--- config.mk ---
export PLATFORM = sky130hd
export DESIGN_NAME = mem_stage_lsu
export DESIGN_NICKNAME = d
export VERILOG_FILES = /design/src/rtl/mem_stage_lsu.sv
export SDC_FILE = /design/constraint.sdc
export NUM_CORES = 1
export LEC_CHECK = 0
export CORE_ASPECT_RATIO = 0.5
export CORE_MARGIN = 2
export CORE_UTILIZATION = 30
export DETAILED_ROUTE_END_ITERATION = 8
export PLACE_DENSITY = 0.67
export SLEW_MARGIN = 15
export SYNTH_ARGS = -nofsm -noshare
export SYNTH_HDL_FRONTEND = slang
export SYNTH_SLANG_ARGS = --single-unit
export TNS_END_PERCENT = 100
--- constraint.sdc ---
create_clock -name clk -period 7.4 [get_ports clk]
set_clock_uncertainty 0.2 [all_clocks]
set_input_delay 2.22 -clock clk [delete_from_list [all_inputs] [get_ports clk]]
set_output_delay 2.22 -clock clk [all_outputs]
set_load 0.005 [all_outputs]
--- src/rtl/mem_stage_lsu.sv ---
// Load/store memory stage: issues req/ready bus transactions, aligns byte lanes,
// and reports misalignment/access-fault exceptions; non-memory ops pass through in one cycle.
module mem_stage_lsu #(
  parameter int unsigned XLEN    = 32,
  parameter int unsigned TIMEOUT = 15
) (
  input  logic              clk,
  input  logic              rst_n,
  input  logic              in_valid,
  input  logic [4:0]        in_reg_d,
  input  logic [4:0]        in_mem_command,
  input  logic [XLEN-1:0]   in_alu_out,
  input  logic [XLEN-1:0]   in_mem_write_data,
  input  logic [XLEN-1:0]   in_now_pc,
  output logic              stall,
  output logic              bus_req,
  output logic              bus_we,
  output logic [XLEN-1:0]   bus_addr,
  output logic [XLEN-1:0]   bus_wdata,
  output logic [XLEN/8-1:0] bus_be,
  input  logic              bus_ready,
  input  logic [XLEN-1:0]   bus_rdata,
  output logic              out_valid,
  output logic [XLEN-1:0]   out_wb_data,
  output logic [4:0]        out_reg_d,
  output logic [XLEN-1:0]   out_now_pc,
  output logic              out_exc,
  output logic [3:0]        out_exc_cause,
  output logic [XLEN-1:0]   out_exc_addr
);

  localparam int unsigned NB = XLEN / 8;
  localparam int unsigned OW = $clog2(NB);
  localparam int unsigned CW = $clog2(TIMEOUT + 2);

  typedef enum logic [0:0] {StIdle, StBusy} state_e;

  state_e            state_q, state_d;
  logic [CW-1:0]     cnt_q, cnt_d;
  logic              req_q, req_d, we_q, we_d;
  logic [XLEN-1:0]   addr_q, addr_d, wdata_q, wdata_d;
  logic [NB-1:0]     be_q, be_d;
  logic              ov_q, ov_d, exc_q, exc_d;
  logic [XLEN-1:0]   wb_q, wb_d, pc_q, pc_d, ea_q, ea_d;
  logic [4:0]        rd_q, rd_d;
  logic [3:0]        cause_q, cause_d;
  // Context of the instruction currently occupying the bus.
  logic [2:0]        pf3_q, pf3_d;
  logic [OW-1:0]     poff_q, poff_d;
  logic [XLEN-1:0]   pea_q, pea_d, ppc_q, ppc_d;
  logic [4:0]        prd_q, prd_d;

  logic              is_mem, is_wr, size_bad, misaligned;
  logic [2:0]        f3;
  logic [1:0]        sz;
  logic [OW-1:0]     off, amask;
  logic [NB-1:0]     smask;
  logic [XLEN-1:0]   rshift, load_val;

  assign is_mem = in_mem_command[0];
  assign is_wr  = in_mem_command[1];
  assign f3     = in_mem_command[4:2];
  assign sz     = f3[1:0];
  assign off    = in_alu_out[OW-1:0];

  always_comb begin
    unique case (sz)
      2'd0:    begin amask = '0;       smask = NB'(8'h01); end
      2'd1:    begin amask = OW'(1);   smask = NB'(8'h03); end
      2'd2:    begin amask = OW'(3);   smask = NB'(8'h0F); end
      default: begin amask = OW'(7);   smask = NB'(8'hFF); end
    endcase
  end

  assign size_bad   = ((sz == 2'd3) && (XLEN == 32)) || (is_wr && f3[2]);
  assign misaligned = |(off & amask);

  assign rshift = bus_rdata >> {poff_q, 3'b000};

  always_comb begin
    load_val = rshift;
    unique case (pf3_q[1:0])
      2'd0: begin
        if (pf3_q[2]) load_val = XLEN'(rshift[7:0]);
        else          load_val = XLEN'($signed(rshift[7:0]));
      end
      2'd1: begin
        if (pf3_q[2]) load_val = XLEN'(rshift[15:0]);
        else          load_val = XLEN'($signed(rshift[15:0]));
      end
      2'd2: begin
        if (pf3_q[2]) load_val = XLEN'(rshift[31:0]);
        else          load_val = XLEN'($signed(rshift[31:0]));
      end
      default: load_val = rshift;
    endcase
  end

  always_comb begin
    state_d = state_q;
    cnt_d   = cnt_q;
    req_d   = req_q;
    we_d    = we_q;
    addr_d  = addr_q;
    wdata_d = wdata_q;
    be_d    = be_q;
    ov_d    = 1'b0;
    exc_d   = 1'b0;
    wb_d    = wb_q;
    pc_d    = pc_q;
    rd_d    = rd_q;
    ea_d    = ea_q;
    cause_d = cause_q;
    pf3_d   = pf3_q;
    poff_d  = poff_q;
    pea_d   = pea_q;
    ppc_d   = ppc_q;
    prd_d   = prd_q;
    stall   = 1'b0;

    unique case (state_q)
      StIdle: begin
        if (in_valid) begin
          if (!is_mem) begin
            ov_d = 1'b1;
            wb_d = in_alu_out;
            rd_d = in_reg_d;
            pc_d = in_now_pc;
          end else if (size_bad || misaligned) begin
            ov_d  = 1'b1;
            exc_d = 1'b1;
            rd_d  = in_reg_d;
            pc_d  = in_now_pc;
            ea_d  = in_alu_out;
            // Access fault (5/7) outranks misalignment (4/6).
            if (size_bad) cause_d = is_wr ? 4'd7 : 4'd5;
            else          cause_d = is_wr ? 4'd6 : 4'd4;
          end else begin
            stall   = 1'b1;
            state_d = StBusy;
            cnt_d   = '0;
            req_d   = 1'b1;
            we_d    = is_wr;
            addr_d  = in_alu_out & ~XLEN'(NB - 1);
            be_d    = smask << off;
            wdata_d = in_mem_write_data << {off, 3'b000};
            pf3_d   = f3;
            poff_d  = off;
            pea_d   = in_alu_out;
            ppc_d   = in_now_pc;
            prd_d   = in_reg_d;
          end
        end
      end
      default: begin
        if (bus_ready) begin
          state_d = StIdle;
          req_d   = 1'b0;
          ov_d    = 1'b1;
          wb_d    = we_q ? pea_q : load_val;
          rd_d    = prd_q;
          pc_d    = ppc_q;
        end else if (cnt_q == CW'(TIMEOUT)) begin
          stall   = 1'b1;
          state_d = StIdle;
          req_d   = 1'b0;
          ov_d    = 1'b1;
          exc_d   = 1'b1;
          cause_d = we_q ? 4'd7 : 4'd5;
          ea_d    = pea_q;
          rd_d    = prd_q;
          pc_d    = ppc_q;
        end else begin
          stall = 1'b1;
          cnt_d = cnt_q + CW'(1);
        end
      end
    endcase
  end

  always_ff @(posedge clk) begin
    if (!rst_n) begin
      state_q <= StIdle;
      cnt_q   <= '0;
      req_q   <= 1'b0;
      we_q    <= 1'b0;
      addr_q  <= '0;
      wdata_q <= '0;
      be_q    <= '0;
      ov_q    <= 1'b0;
      exc_q   <= 1'b0;
      wb_q    <= '0;
      pc_q    <= '0;
      rd_q    <= '0;
      ea_q    <= '0;
      cause_q <= '0;
      pf3_q   <= '0;
      poff_q  <= '0;
      pea_q   <= '0;
      ppc_q   <= '0;
      prd_q   <= '0;
    end else begin
      state_q <= state_d;
      cnt_q   <= cnt_d;
      req_q   <= req_d;
      we_q    <= we_d;
      addr_q  <= addr_d;
      wdata_q <= wdata_d;
      be_q    <= be_d;
      ov_q    <= ov_d;
      exc_q   <= exc_d;
      wb_q    <= wb_d;
      pc_q    <= pc_d;
      rd_q    <= rd_d;
      ea_q    <= ea_d;
      cause_q <= cause_d;
      pf3_q   <= pf3_d;
      poff_q  <= poff_d;
      pea_q   <= pea_d;
      ppc_q   <= ppc_d;
      prd_q   <= prd_d;
    end
  end

  assign bus_req       = req_q;
  assign bus_we        = we_q;
  assign bus_addr      = addr_q;
  assign bus_wdata     = wdata_q;
  assign bus_be        = be_q;
  assign out_valid     = ov_q;
  assign out_wb_data   = wb_q;
  assign out_reg_d     = rd_q;
  assign out_now_pc    = pc_q;
  assign out_exc       = exc_q;
  assign out_exc_cause = cause_q;
  assign out_exc_addr  = ea_q;

endmodule

Word level (Yosys, flattened, before mapping)
Cells that the tools add are included.
Operators by class
  bitwise logic cells: 3
  add/subtract/negate cells: 1
  muxes and demuxes: 68
  reduce and logical (&&, ||, !) cells: 15
  equality and inequality tests: 12
  shifts and indexed selects: 3
Operators with widths (count)
  $mux W32: 19
  $pmux W32 S2: 1
  $mux W5: 12
  $shl A32 B5 Y32: 1
  $shr A32 B5 Y32: 1
  $mux W1: 24
  $mux W4: 6
  $reduce_and A5 Y1: 2
  $mux W2: 4
  $ne A2 B2 Y1 const B: 4
  $pmux W4 S2: 1
  $reduce_and A4 Y1: 2
  $reduce_and A3 Y1: 2
  $reduce_bool A2 Y1: 3
  $add A5 B1 Y5 const B: 1
  $eq A5 B4 Y1 const B: 1
  $eq A2 B1 Y1 const B: 2
  $logic_not A2 Y1: 2
  $ne A2 B1 Y1 const B: 2
  $pmux W2 S2: 1
  $shl A4 B2 Y4: 1
  $ne A3 B1 Y1 const B: 1
  $ne A3 B2 Y1 const B: 1
  $and A2 B2 Y2: 1
  other kinds (5): 7
Word-level totals
  word-level logic and storage cells: 121
  output and inout bits: 178
  flip-flop bits (word level): 255

Logic depth before layout (Yosys ltp)
  depth in word-level cells: 9
  mapped depth: 9
  gate-level depth less buffers: 7

Worst setup path before layout
OpenSTA, ideal clock, no wires.
  path kind: input to output
  from: in in_mem_command[2]
  to: out stall
  stages: 7
  arrival time: 3395 ps
  path slack: 1585 ps
  path buffers: 3
  path through: buf_6 -> o21a_1 -> o22ai_1 -> clkbuf_1 -> buf_2 -> nand2_1 -> o21ai_0
Between the ends
  word-level cells in the longest chain between the ends: 9
  elaborated cells between the ends (all ways): 12
  classes of those cells: eq/ne: 2; mux: 5; bitwise: 1; reduce/logical: 4
Ends and longest elaborated chain
  start, declared: RTL line 11  | input logic [4:0] in_mem_command,
  $eq A2 B1 Y1 or $logic_not A2 Y1 (tied branches): RTL line 67  | unique case (sz)
  $pmux W2 S2: RTL line 67
  $and A2 B2 Y2: RTL line 76  | assign misaligned = |(off & amask);
  $reduce_or A2 Y1: RTL line 76
  $logic_or A1 B1 Y1 (*): RTL line 129  | end else if (size_bad || misaligned) begin
  $mux W1 (*): RTL line 129
  $mux W1 (*): RTL line 124  | if (!is_mem) begin
  $mux W1 (*): RTL line 123  | if (in_valid) begin
  $mux W1 (*): RTL line 121  | unique case (state_q)
  end, declared: RTL line 15  | output logic stall,
Every way passes the cells marked *; elsewhere a longest branch is shown, timed or not.

Final worst setup path
  from: in in_mem_command[0]
  to: out stall
Between the ends
  word-level cells in the longest chain between the ends: 3
Ends and longest elaborated chain (RTL line)
  $mux W1: 124
  $mux W1: 123
  $mux W1: 121
Every way passes these cells.

==> reports/results.tsv <==
metric	value	unit
grt_pass1_vias	10400	
grt_max_degree	100	
synth_common_cells	dfxtp_1 (222), nand2_1 (200), a21oi_1 (125), o21ai_0 (123), mux2i_1 (105)	
finalCriticalPeriod	6610	ps
rows	50	
end_kind	output pin	
root_buffer	clkbuf_16	
final_net_count	1684	
synth_top_area_frac	0.393	
layout-drive-gt1-share	0.0926	
post_cts_resized	0	
area_delta_synth_final	34.4	%
synthCells	1348	
synth_seq_cells	222	
power.density	198	mW/mm²
yosysWarningCount	0	
yosys.area.top_type	dfxtp_1	
rsz0062_at_grt	false	
netlist_top_cells_area	dfxtp_1 (39%), mux2i_1 (9.3%), mux2_2 (7.4%)	
cts_setup_buffers	0	
grt_use_total	0.200	
core_area	0.0373	mm²
place.gp.congestion	0.902	
reg2regPathDepth	5	
tightestPinTransition	1160	ps
routedWlPerCell	20.0	µm
critPathKind	in2out	
hold_depth	2	
hpwl	27.5	mm
setup_viol_count_final	0	
finalSetupTns	0	ps
ys.flop_type	dfxtp_1	
cap_violations	0	
die_x	279	µm
fmax	151	MHz
initial_core_util	0.303	
path_max_fanout	3	
hp-class	reg2reg	
vias	11000	
htreeDepth	1	
die_area	0.0393	mm²
drc	0	
async_flop_share	0	
drt-total-wl	41.1	mm
viasPerCell	5.34	
clk_latency	520	ps
period_share	0.894	
grt-ovfl-total	0	
slew_headroom	0.226	
syn_area_per_cell	8.39	µm²
io_pins	320	
final.fill_count	3730	
fin_area	0.0152	mm²
cts.path.max_buffers	3	
p_total	3.01	mW
cts-buffers-inserted	24	
die_y	141	µm
first_pass_iters	5	
synth-edff-count	0	
syn_area	0.0113	mm²
worstSetupStartpointType	primary input	
critical_path_required	4980	ps
status	completed	
final_antenna_net_count	0	
ys_seq_area_frac	0.393	
dpl_cell_area	0.0144	mm²
clkSinkCount	222	
hold_buffers	0	
arrival	4190	ps
final_util	0.408	
port-buffer-count	316	
initialDrtViolationCount	858	
hold_viol	0	
slew_violations	0	
cts_tree	done	
grt_pass1_wl	63.0	mm
synth.most_common_cell	dfxtp_1	
antenna_found_initial	5	
max-vdd-ir-drop	0.000132	V
synth.distinct_cells	56	
leakagePower	5.36	nW
cts.clk_slew.worst_paths	60	ps
==> worst max-delay path: stages <==
cell and delay [ps]:
clkdlybuf4s50_1 520, a21boi_0 470, and3_4 270, nand2_1 70, o21ai_0 80, clkdlybuf4s50_1 550
==> state kept, by name, indices dropped and copies added (netlist names), 4 cells and up <==
name	flops
prd_q	5
bus_wdata	32
bus_be	4
pea_q	31
cnt_q	5
out_exc_addr	32
out_wb_data	32
out_now_pc	32
ppc_q	32
out_reg_d	5
==> report_power, final <==
| part | internal [mW] | switching [mW] | total [mW] |
|---|---|---|---|
| clock network | 0.683 | 0.501 | 1.18 |
| logic | 0.258 | 0.275 | 0.533 |
| registers | 1.25 | 0.0389 | 1.29 |
==> per-layer routing <==
metal	vias to the layer above	wire, µm	GRT usage	share of wire
li1	5207	-	-	-
met1	5345	16800	0.247	0.41
met2	316	20700	0.348	0.50
met3	96	1660	0.0227	0.040
met4	0	1960	0.0996	0.048
met5	-	0	0	0
==> layout make-up <==
cell class              instances  area [µm²]  area share
clock inverters                 4        20.0     0.00132
well taps                     494         618      0.0407
diodes                          6        15.0    0.000988
flip-flops and latches        222        4450       0.293
inverters                       8        32.5     0.00214
multi-input cells             949        6020       0.396
repair buffers                335        3300       0.217
clock buffers                  37         741      0.0487
==> metrics by stage <==
| stage | worst slack [ps] | hold WS (ps) | instances |
|---|---|---|---|
| after global routing | 685 | 279 | 2054 |
| after detailed placement | 814 | 244 | 2008 |
| after global placement | 821 | 236 | 2008 |
| after CTS | 804 | 255 | 2049 |
| after floorplan | 1580 | 242 | 1350 |
| final | 788 | 252 | 2055 |
==> cells in the final DEF, fill, tap and decap left out, drive strengths merged, types with 3 or more instances in the layout <==
master	synthesis	routed
a41oi	5	5
mux2	74	74
diode	0	6
o211ai	27	27
o2bb2ai	7	7
o2111ai	8	8
nor2	36	36
inv	7	7
clkinv	1	5
a222oi	8	8
buf	81	21
dfxtp	222	222
nand3	88	88
a221oi	24	24
a21boi	3	3
clkbuf	90	37
or4	9	9
or3	21	21
nand2b	10	10
nand2	200	200
nor3	3	3
conb	1	3
nor2b	8	8
o21ai	123	123
clkdlybuf4s50	0	314
a2111oi	7	7
a211oi	13	13
a21oi	125	125
nand4	9	9
mux2i	105	105
==> cells by family after synthesis <==
logic type               Yosys count  share of synthesized area
buffers and inverters            179                     0.0785
AO/OA/AOI/OAI                    366                      0.196
flip-flops                       222                      0.393
multiplexers                     180                      0.169
other                              1                   0.000332
XOR/XNOR                           3                    0.00232
AND/OR/NAND/NOR                  395                      0.159
adder cells (fa/ha/maj)            2                    0.00221
==> path summary, 6_finish.rpt <==
kind / start / endpoint / slack (ps)
setup / recovery: in_mem_command[0] / stall / 790
hold / removal: out_exc_cause[2]$_SDFFE_PN0P_ / out_exc_cause[2]$_SDFFE_PN0P_ / 250
hold reg to reg: out_exc_cause[2]$_SDFFE_PN0P_ / out_exc_cause[2]$_SDFFE_PN0P_ / 250
setup reg to reg: state_q$_SDFF_PN0_ / cnt_q[4]$_SDFFE_PN0P_ / 3390
(Power assumes the default switching activity.)
